--- config.mk ---
export PLATFORM = sky130hd
export DESIGN_NAME = mem_request_queue
export DESIGN_NICKNAME = d
export VERILOG_FILES = /design/src/rtl/mem_pkg.sv /design/src/rtl/sync_fifo.sv /design/src/rtl/mem_request_queue.sv
export SDC_FILE = /design/constraint.sdc
export NUM_CORES = 1
export LEC_CHECK = 0
export CORE_AREA = 4 4 154 186
export DETAILED_ROUTE_END_ITERATION = 12
export DIE_AREA = 0 0 158 190
export PLACE_DENSITY = 0.8
export SETUP_SLACK_MARGIN = 0.4
export SLEW_MARGIN = 20
export SYNTH_ARGS = -nofsm -noshare
export SYNTH_HDL_FRONTEND = slang
export SYNTH_SLANG_ARGS = --single-unit
export TNS_END_PERCENT = 1
--- constraint.sdc ---
create_clock -name CLK -period 4.8 [get_ports CLK]
set_input_delay 0.72 -clock CLK [delete_from_list [all_inputs] [get_ports CLK]]
set_output_delay 0.72 -clock CLK [all_outputs]
set_load 0.01 [all_outputs]
--- src/rtl/mem_pkg.sv ---
// Shared definitions for the memory request queue.
// State encoding, default tag width and request field widths.
package mem_pkg;

  localparam int TAG_W_DEF = 8;
  localparam int ADDR_W    = 32;
  localparam int DATA_W    = 32;
  localparam int WRITE_W   = 1;

  typedef enum logic [1:0] {
    S_IDLE  = 2'd0,
    S_ISSUE = 2'd1,
    S_WAIT  = 2'd2,
    S_RESP  = 2'd3
  } state_t;

  // Packed request record width for a given tag width.
  function automatic int req_w(input int tag_w);
    return ADDR_W + DATA_W + tag_w + WRITE_W;
  endfunction

endpackage

--- src/rtl/sync_fifo.sv ---
// Synchronous FIFO, power-of-two depth, registered count.
// Push is refused when full; pop is ignored when empty.
module sync_fifo #(
  parameter int WIDTH = 8,
  parameter int DEPTH = 4
) (
  input  logic                       clk,
  input  logic                       rst,
  input  logic                       push,
  input  logic                       pop,
  input  logic [WIDTH-1:0]           din,
  output logic [WIDTH-1:0]           dout,
  output logic                       full,
  output logic                       empty,
  output logic [$clog2(DEPTH):0]     count
);

  localparam int AW = $clog2(DEPTH);
  localparam int CW = AW + 1;

  logic [WIDTH-1:0] r_mem [DEPTH];
  logic [AW-1:0]    r_wr;
  logic [AW-1:0]    r_rd;
  logic [CW-1:0]    r_cnt;
  logic             w_push;
  logic             w_pop;

  assign w_push = push && !full;
  assign w_pop  = pop && !empty;
  assign full   = (r_cnt == CW'(DEPTH));
  assign empty  = (r_cnt == '0);
  assign count  = r_cnt;
  assign dout   = r_mem[r_rd];

  // Pointers wrap naturally; count tracks push minus pop.
  always_ff @(posedge clk) begin
    if (rst) begin
      r_wr  <= '0;
      r_rd  <= '0;
      r_cnt <= '0;
    end else begin
      if (w_push) r_wr <= r_wr + AW'(1);
      if (w_pop)  r_rd <= r_rd + AW'(1);
      r_cnt <= r_cnt + CW'(w_push) - CW'(w_pop);
    end
  end

  // Storage array, no reset needed.
  always_ff @(posedge clk) begin
    if (w_push) r_mem[r_wr] <= din;
  end

endmodule

--- src/rtl/mem_request_queue.sv ---
// Load/store front end: FIFO of requests, one in flight at the cache.
// Results return to the pipeline in order, tagged.
module mem_request_queue
  import mem_pkg::*;
#(
  parameter int TAG_W = TAG_W_DEF,
  parameter int DEPTH = 4
) (
  input  logic              CLK,
  input  logic              RST,
  input  logic              IN_VALID,
  input  logic              IN_WRITE,
  input  logic [TAG_W-1:0]  IN_TAG,
  input  logic [31:0]       IN_ADDR,
  input  logic [31:0]       IN_DATA,
  output logic              IN_READY,
  output logic              RECEIVE_ADDR_VALID,
  output logic [31:0]       RECEIVE_ADDR,
  output logic              RECEIVE_DATA_VALID,
  output logic [31:0]       RECEIVE_DATA,
  input  logic              RECEIVE_READY,
  input  logic              SEND_VALID,
  input  logic [31:0]       SEND_DATA,
  output logic              SEND_READY,
  output logic              OUT_VALID,
  output logic [TAG_W-1:0]  OUT_TAG,
  output logic              OUT_WRITE,
  output logic [31:0]       OUT_DATA,
  input  logic              OUT_READY
);

  localparam int RW = req_w(TAG_W);
  localparam int CW = $clog2(DEPTH) + 1;

  state_t           r_state;
  state_t           w_next;
  logic [31:0]      r_addr;
  logic [31:0]      r_data;
  logic [TAG_W-1:0] r_tag;
  logic             r_write;
  logic [31:0]      r_out_data;

  logic             w_push;
  logic             w_pop;
  logic             w_full;
  logic             w_empty;
  logic [CW-1:0]    w_count;
  logic [RW-1:0]    w_din;
  logic [RW-1:0]    w_dout;

  assign IN_READY = !RST && (w_count < CW'(DEPTH));
  assign w_push   = IN_VALID && IN_READY && !w_full;
  assign w_din    = {IN_WRITE, IN_TAG, IN_ADDR, IN_DATA};

  sync_fifo #(
    .WIDTH (RW),
    .DEPTH (DEPTH)
  ) u_fifo (
    .clk   (CLK),
    .rst   (RST),
    .push  (w_push),
    .pop   (w_pop),
    .din   (w_din),
    .dout  (w_dout),
    .full  (w_full),
    .empty (w_empty),
    .count (w_count)
  );

  // State register.
  always_ff @(posedge CLK) begin
    if (RST) r_state <= S_IDLE;
    else     r_state <= w_next;
  end

  // Next state, pop strobe and state-decoded handshakes.
  always_comb begin
    w_next             = r_state;
    w_pop              = 1'b0;
    RECEIVE_ADDR_VALID = 1'b0;
    RECEIVE_DATA_VALID = 1'b0;
    SEND_READY         = 1'b0;
    OUT_VALID          = 1'b0;
    case (r_state)
      S_IDLE: begin
        if (!w_empty) begin
          w_pop  = 1'b1;
          w_next = S_ISSUE;
        end
      end
      S_ISSUE: begin
        RECEIVE_ADDR_VALID = 1'b1;
        RECEIVE_DATA_VALID = r_write;
        if (RECEIVE_READY) w_next = S_WAIT;
      end
      S_WAIT: begin
        SEND_READY = 1'b1;
        if (SEND_VALID) w_next = S_RESP;
      end
      S_RESP: begin
        OUT_VALID = 1'b1;
        if (OUT_READY) w_next = S_IDLE;
      end
      default: w_next = S_IDLE;
    endcase
  end

  // Issue registers load on pop; result data loads on cache reply.
  always_ff @(posedge CLK) begin
    if (RST) begin
      r_addr     <= '0;
      r_data     <= '0;
      r_tag      <= '0;
      r_write    <= 1'b0;
      r_out_data <= '0;
    end else begin
      if (w_pop) begin
        r_write <= w_dout[RW-1];
        r_tag   <= w_dout[RW-2 -: TAG_W];
        r_addr  <= w_dout[63:32];
        r_data  <= w_dout[31:0];
      end
      if (r_state == S_WAIT && SEND_VALID)
        r_out_data <= SEND_DATA;
    end
  end

  assign RECEIVE_ADDR = r_addr;
  assign RECEIVE_DATA = r_data;
  assign OUT_TAG      = r_tag;
  assign OUT_WRITE    = r_write;
  assign OUT_DATA     = r_out_data;

endmodule

# After elaboration in Yosys (flattened, before gate mapping)
# Memories as Yosys holds them, arrays and structs flattened. A register that Yosys moved wholly into a read port is not among the register bits.
# Cells that the tools add are included.
# word_totals
wordCells,44
out_inout_bits,110
ramBits,292
register_bits,41
n_memories,1
inputBits,111
# op_classes
add_sub_neg,4
n_eq_ne,8
reduce_logical,12
muxes,13
order_cmp,1
# mem_list
name,depth,width,rd,rd_clocked_by_memory_dff,write_ports,line,source
u_fifo.r_mem,4,73,1,1,1,sync_fifo.sv:21,logic [WIDTH-1:0] r_mem [DEPTH];
# op_table
op,n
1-bit two-way mux,8
2-bit two-way mux,4
2-bit != test (second input constant),4
2-bit one-hot mux with 4 select lines,1
1-bit logical AND,6
2-bit by 1-bit adder with 2-bit output (second input constant),2
2-bit equality test (second input constant),2
4-bit AND reduction,1
3-bit by 1-bit adder with 3-bit output,1
3-bit equality test (second input constant),1
1-bit zero test,3
3-bit zero test,1
3-bit less-than comparator (second input constant),1
3-bit by 1-bit subtractor with 3-bit output,1
2-bit by 1-bit equality test with 1-bit output (second input constant),1
2-bit zero test,1

# Longest topological paths before layout
# Gate-level depths: netlist (run 1).
# logic_depth
ltp_word,7
mapped_depth,11
ltp_nobuf,11

# By module
# Synthesis (run 1) repeated with hierarchy kept, for this count alone.
# hier_totals
hier_cells,913
area_unflattened_um2,15426.0
# by_module_without_submodules
module,cells_each,seq_area_each_um2,area_per_inst_um2,n_inst
sync_fifo,432,8948.6,11086.9,1
mem_request_queue,481,2142.1,4339.2,1

# Least setup slack after synthesis (run 1)
# Ideal clock, no wire load.
# synth_timing
path_type,input port to flip-flop
from,input port RST
to,memory u_fifo.r_mem[0][0] (netlist name) (enable)
arrival_time_ns,3.028
path_slack_ns,1.333
path_buffers,1
setup_ns,0.439
stages,3
t_required_ns,4.361
path_cell_list,clkbuf_1 nor3b_2 and2_1
# synth_via
elab_chain_cells,7
# synth_rtl
element,line,source
"start, declared",mem_request_queue.sv:10,"input logic RST,"
1-bit zero test,mem_request_queue.sv:51,assign IN_READY = !RST && (w_count < CW'(DEPTH));
1-bit logical AND,mem_request_queue.sv:51,
1-bit logical AND (2 in a row),mem_request_queue.sv:52,assign w_push = IN_VALID && IN_READY && !w_full;
1-bit logical AND,sync_fifo.sv:28,assign w_push = push && !full;
via u_fifo.w_push,sync_fifo.sv:25,logic w_push;
1-bit two-way mux,sync_fifo.sv:50,if (w_push) r_mem[r_wr] <= din;
1-bit two-way mux (not written as such),sync_fifo.sv:50,
"end, declared",sync_fifo.sv:21,
# The timed path passes the listed nets, and every way through them passes these cells.

# Final worst setup path (run 1)
# layout_timing
from,input port RST
to,output port IN_READY
# layout_via
elab_chain_cells,2
# layout_rtl
element,line,source
1-bit zero test,mem_request_queue.sv:51,
1-bit logical AND,mem_request_queue.sv:51,
"end, declared",mem_request_queue.sv:16,"output logic IN_READY,"
# Every way passes these cells.

==> impl_metrics.toml, run 1 <==
[detailed_routing]
drcViolationCount = 0
wl_um = 29700
via_count = 7591
detail-route-antenna-nets = 0
routed_via_density = 5.65
wl_per_cell_um = 22.1
firstDrtPassIters = 5
drt_iter0_drc = 527

[critical_path]
crit_path_max_incr_delay_ns = 0.50
rr_worst_depth = 3
cp_common_cell = "clkdlybuf4s50_1"
critPathCapture = "IN_READY"
r2r-start = "u_fifo.count[2]"
cp_top_family = "buffers and inverters"
rrSetupSlack_ns = 2.41
cp_data_arrival_time_ns = 2.20
path_max_fanout = 42
crit_start = "RST"
end_kind = "output port"
crit_chain = "clkdlybuf4s50_1, buf_4, nor2_1, clkdlybuf4s50_1"
required_ns = 4.08
crit_buf_inv = 3
crit_slowest_cell = "clkdlybuf4s50_1"
crit_cells = 4
reg2reg_to = "u_fifo.r_mem[2][8]"
path_class = "in2out"
cp-start-kind = "input pin"

[die]
die_w_um = 158
die_y_um = 190
num_rows = 66
die-area_um2 = 30000
initial_core_util = 0.543
io-pin-count = 221
coreArea_um2 = 26800

[clocking]
cts_buffer_depth = 3
post_cts_resized = 0
holdBufCountCts = 0
path_clk_slew_ns = 0.06
cts_tree = "built"
cts_setup_buffers = 0
cts_buffers = 37
htree_levels = 2
clk_latency_ns = 0.52
clock-sinks = 406
root_buffer = "clkbuf_16"

[sta]
tightest_slew_ns = 1.07
slew_headroom = 0.288
skew_ns = 0.0162
hold_viol = 0
rsz0062_at_grt = "false"
period_needed_ns = 2.92
fin_crit_sh = 0.607
max_freq_mhz = 343
drv_slew = 0
final.setup.tns_ns = 0
setup_viol = 0

[yosys]
syn-num-nets = 869
yosysUniqueCellTypes = 32
ys_warn_count = 0
ys_ff_latch = 406
synth.yosys.seq_area_share = 0.759
syn_area_per_cell_um2 = 19.5
netlist_area_um2 = 14600
synth_cells = 747

[final_layout]
drive_gt1_frac = 0.115
fillers = 1675
layout.cells.non_filler = 1343
area_growth_pct = 25.6
fin_area_um2 = 18300
nNetsFinal = 1095

[power_and_ir_drop]
leakage_uw = 0.00613
switching_power_uw = 2500
intPower_uw = 7210
switching_share = 0.257
pwr_density_cell_nw_per_um2 = 531
p_clk_frac = 0.307
combPwrFrac = 0.222
peakVddDrop_mv = 0.360
pwr-share-seq = 0.471

[grt]
grt_overflow = 0
grtUsageMet2 = 0.337
use_met1 = 0.251
use_met3 = 0.0414
grt_max_degree = 75
grt_pass1_vias = 7870
antenna_found_initial = 1
grt.busiest_layer = "met2"
track_usage = 0.197
grt_pass1_wl_um = 45100

[placement]
hpwl_um = 18000
io_buffers = 220
place.gp.congestion = 0.757
postPlaceCellArea_um2 = 17100
dp.cells = 1274

[run]
drv_cap = 0

[outcome]
status = "completed"

[min_path]
hold_path_class = "reg2reg"
-- power groups by stage --
| stage | Sequential, uW | Combinational, uW | Clock (uW) |
|---|---|---|---|
| after floorplan | 4610 | 1170 | 0 |
| after global placement | 4640 | 2120 | 0 |
| after detailed placement | 4650 | 2170 | 0 |
| after CTS | 4590 | 2180 | 3040 |
| after global routing | 4630 | 2310 | 3190 |
| final | 4580 | 2150 | 2980 |
-- cell families after synthesis --
group,after synthesis,synth area share
DFF,406,0.759
muxes,74,0.123
buffers and inverters,52,0.0202
AOI/OAI and AO/OA,111,0.0595
xor gates and xnor gates,4,0.00241
adders and majority gates,11,0.00996
and+or+nand+nor,89,0.0265
-- worst min-delay path: cells and delay by family, from the launching register on --
| kind | cells | cell delay (ns) |
|---|---|---|
| AO/OA/AOI/OAI | 1 | 0.05 |
| AND/OR/NAND/NOR | 1 | 0.05 |
| flip-flops | 1 | 0.31 |
-- routing by layer --
metal  share of wire  wire [um]
met3           0.067       1980
met5               0          0
met1            0.39      11700
met4           0.029        869
met2            0.51      15200
-- registers in the layout, summed over array words and instances, names as in the netlist --
register,flops
u_fifo.r_mem,292
OUT_DATA,32
RECEIVE_ADDR,32
RECEIVE_DATA,32
OUT_TAG,8
u_fifo.count,3
r_state,2
u_fifo.r_rd,2
u_fifo.r_wr,2
OUT_WRITE,1
-- cell usage after synthesis --
cell type	count	area [um2]
a2111oi_2	1	15.0
a21oi_1	32	160
a22o_1	73	639
and2_1	7	43.8
and2_4	1	8.76
buf_1	5	18.8
buf_2	10	50.1
buf_4	5	37.5
buf_6	9	101
clkbuf_1	14	52.6
dfxtp_1	114	2280
edfxtp_1	292	8770
fa_1	1	20.0
ha_1	10	125
inv_1	9	33.8
mux2i_1	1	10.0
mux4_1	36	946
mux4_2	37	833
nand2_1	68	255
nor2_1	6	22.5
nor2_4	1	11.3
nor2b_1	3	18.8
nor3_1	1	5.00
nor3b_2	1	12.5
nor4b_1	1	8.76
o21ba_1	1	10.0
o311ai_1	1	8.76
o31a_4	1	17.5
o31ai_1	1	7.51
o41ai_1	1	8.76
xnor2_1	2	17.5
xor2_1	2	17.5
-- metrics by stage --
stage	hold WS [ns]	setup WS (ns)	power, uW	util
after floorplan	0.468	1.33	5780	-
after global routing	0.474	1.80	10100	0.682
after CTS	0.455	1.87	9820	0.682
after detailed placement	0.447	1.58	6820	0.635
after global placement	0.442	1.61	6760	0.635
final	0.452	1.88	9710	0.682
-- area by class of cell --
cell class              count  area (um2)  area share
diodes                      1        2.50    0.000137
clock buffers              51        1060      0.0580
clock inverters            17         188      0.0103
well taps                 340         425      0.0232
flip-flops and latches    406       11100       0.604
repair buffers            230        2300       0.126
multi-input cells         289        3230       0.177
inverters                   9        33.8     0.00185
-- layout by cell type (no fill, tap or decap), drive strengths merged, types with 2 or more instances in the layout --
cell type | netlist | layout
edfxtp | 292 | 292
clkdlybuf4s50 | 0 | 220
dfxtp | 114 | 114
a22o | 73 | 73
mux4 | 73 | 73
nand2 | 68 | 68
clkbuf | 14 | 51
a21oi | 32 | 32
clkinv | 0 | 11
ha | 10 | 10
inv | 9 | 10
buf | 29 | 10
and2 | 8 | 8
nor2 | 7 | 7
bufinv | 0 | 4
nor2b | 3 | 3
xnor2 | 2 | 2
xor2 | 2 | 2
-- worst min-delay path by stage --
stage	from	to	slack, ns	cells past startpoint
after floorplan	r_state[1]	r_state[1]	0.47	2
after global placement	OUT_DATA[22]	OUT_DATA[22]	0.44	2
after detailed placement	OUT_DATA[25]	OUT_DATA[25]	0.45	2
after CTS	OUT_DATA[25]	OUT_DATA[25]	0.46	2
after global routing	OUT_DATA[25]	OUT_DATA[25]	0.47	2
final	OUT_DATA[25]	OUT_DATA[25]	0.45	2
Note: power is estimated with default switching activity, not from simulation.
==> run 2: changes to the inputs <==
--- a/config.mk
+++ b/config.mk
@@ -5,10 +5,10 @@
 export SDC_FILE = /design/constraint.sdc
 export NUM_CORES = 1
 export LEC_CHECK = 0
-export CORE_AREA = 4 4 154 186
+export CORE_AREA = 4 4 165 198
 export DETAILED_ROUTE_END_ITERATION = 12
-export DIE_AREA = 0 0 158 190
-export PLACE_DENSITY = 0.8
+export DIE_AREA = 0 0 169 202
+export PLACE_DENSITY = 0.74
 export SETUP_SLACK_MARGIN = 0.4
 export SLEW_MARGIN = 20
 export SYNTH_ARGS = -nofsm -noshare
==> constraint.sdc (replaced) <==
create_clock -name CLK -period 2.5 [get_ports CLK]
set_input_delay 0.375 -clock CLK [delete_from_list [all_inputs] [get_ports CLK]]
set_output_delay 0.375 -clock CLK [all_outputs]
set_load 0.01 [all_outputs]
==> impl_metrics.toml, run 2 (synthesis gave the netlist of run 1 again) <==
[outcome]
status = "completed"

[detailed_routing]
routed_via_density = 5.36
wl_per_cell_um = 20.9
drt_iter0_drc = 382
drcViolationCount = 0
via_count = 7596
wl_um = 29700
firstDrtPassIters = 4
detail-route-antenna-nets = 0

[clocking]
cts_setup_buffers = 0
post_cts_resized = 5
cts_buffers = 40
htree_levels = 2
holdBufCountCts = 0
clock-sinks = 406
root_buffer = "clkbuf_16"
cts_buffer_depth = 3
cts_tree = "built"
path_clk_slew_ns = 0.06
clk_latency_ns = 0.52

[final_layout]
layout.cells.non_filler = 1418
fin_util = 0.611
area_growth_pct = 28.2
fin_area_um2 = 18700
largest_reg_flops = 292
layout_common_cells = "edfxtp_1 (292), clkdlybuf4s50_1 (218), dfxtp_1 (108)"
drive_gt1_frac = 0.131
largest_register = "u_fifo.r_mem"
nNetsFinal = 1114
layout_commonest_cell = "edfxtp_1"

[power_and_ir_drop]
pwr_density_cell_nw_per_um2 = 992
switching_share = 0.260
peakVddDrop_mv = 0.749
combPwrFrac = 0.240
switching_power_uw = 4810
p_clk_frac = 0.294
leakage_uw = 0.00626
pwr-share-seq = 0.466
intPower_uw = 13700

[critical_path]
cp_top_family = "adder cells"
crit_chain = "inv_2, ha_4, o31a_4, ha_1, inv_1, ha_1, inv_1, fa_1, xor2_1, and2_1, nor3_2"
rr_worst_depth = 11
cp-start-kind = "flop"
required_ns = 2.90
crit_cells = 11
path_class = "reg2reg"
crit_slowest_cell = "fa_1"
crit_buf_inv = 3
path_max_fanout = 4
end_kind = "flop"
cp_data_arrival_time_ns = 2.53
crit_path_max_incr_delay_ns = 0.40

[placement]
io_buffers = 220
postPlaceCellArea_um2 = 17400
place.gp.congestion = 0.779
hpwl_um = 18100
dp.cells = 1346

[grt]
grt_pass1_vias = 7949
track_usage = 0.171
antenna_found_initial = 0
grt_overflow = 0
grt_max_degree = 75
grt_pass1_wl_um = 45600

[sta]
rsz0062_at_grt = "true"
setup_viol = 0
drv_slew = 0
period_needed_ns = 2.13
max_freq_mhz = 471
slew_headroom = 0.344
final.setup.tns_ns = 0
skew_ns = 0.0102
hold_viol = 0
tightest_slew_ns = 0.984
fin_crit_sh = 0.850

[run]
drv_cap = 0

[min_path]
hold_path_class = "in2reg"
hold_path_depth = 3

[die]
die_y_um = 202
coreArea_um2 = 30600
num_rows = 70
initial_core_util = 0.477
die_w_um = 169
io-pin-count = 221
die-area_um2 = 34100
## run 2: changes by cell type in the layout (fill, tap and decap cells not counted), moves of 3 or more
cell / delta
clkinv_1: +3
bufinv_16: -4
buf_12: +16
clkbuf_1: +6
dfxtp_1: -4
## run 2: final timing paths
kind	startpoint	end	slack, ns
max reg2reg	r_state[0]	u_fifo.count[2]	0.37
max	r_state[0]	u_fifo.count[2]	0.37
min reg2reg	OUT_DATA[9]	OUT_DATA[9]	0.45
min	SEND_DATA[24]	OUT_DATA[24]	0.40
## run 2: area by class of cell
type | count | area, um2
well taps | 396 | 495
flip-flops and latches | 406 | 11100
inverters | 9 | 33.8
fillers | 2197 | 11900
multi-input cells | 289 | 3260
repair buffers | 246 | 2620
diodes | 1 | 2.50
clock buffers | 58 | 1120
clock inverters | 13 | 63.8
## run 2: worst min-delay path: cells and delay by family
kind	cells	cell delay, ns
AOI/OAI and AO/OA	1	0.05
buffers and inverters	1	0.40
and+or+nand+nor	1	0.05
## run 2: power by group through the flow
stage,Combinational [uW],Sequential (uW),Clock (uW)
after CTS,4510,8650,5590
after global placement,4420,8760,0
final,4450,8630,5440
after global routing,4780,8730,5900
after detailed placement,4490,8760,0
after floorplan,2250,8830,0
## run 2: routing by layer
| metal | vias to the layer above | part of all wire | track usage |
|---|---|---|---|
| met3 | 36 | 0.064 | 0.0391 |
| met5 | - | 0 | 0 |
| met1 | 3828 | 0.41 | 0.219 |
| li1 | 3498 | - | - |
| met2 | 234 | 0.51 | 0.298 |
| met4 | 0 | 0.017 | 0.0440 |
## run 2: metrics by stage
stage / setup WS, ns / power, uW / hold slack [ns]
floorplan: 0.164 / 11100 / 0.468
global placement: 0.282 / 13200 / 0.442
detailed placement: 0.225 / 13200 / 0.448
CTS: 0.235 / 18700 / 0.374
global route: 0.258 / 19400 / 0.396
finish: 0.375 / 18500 / 0.399
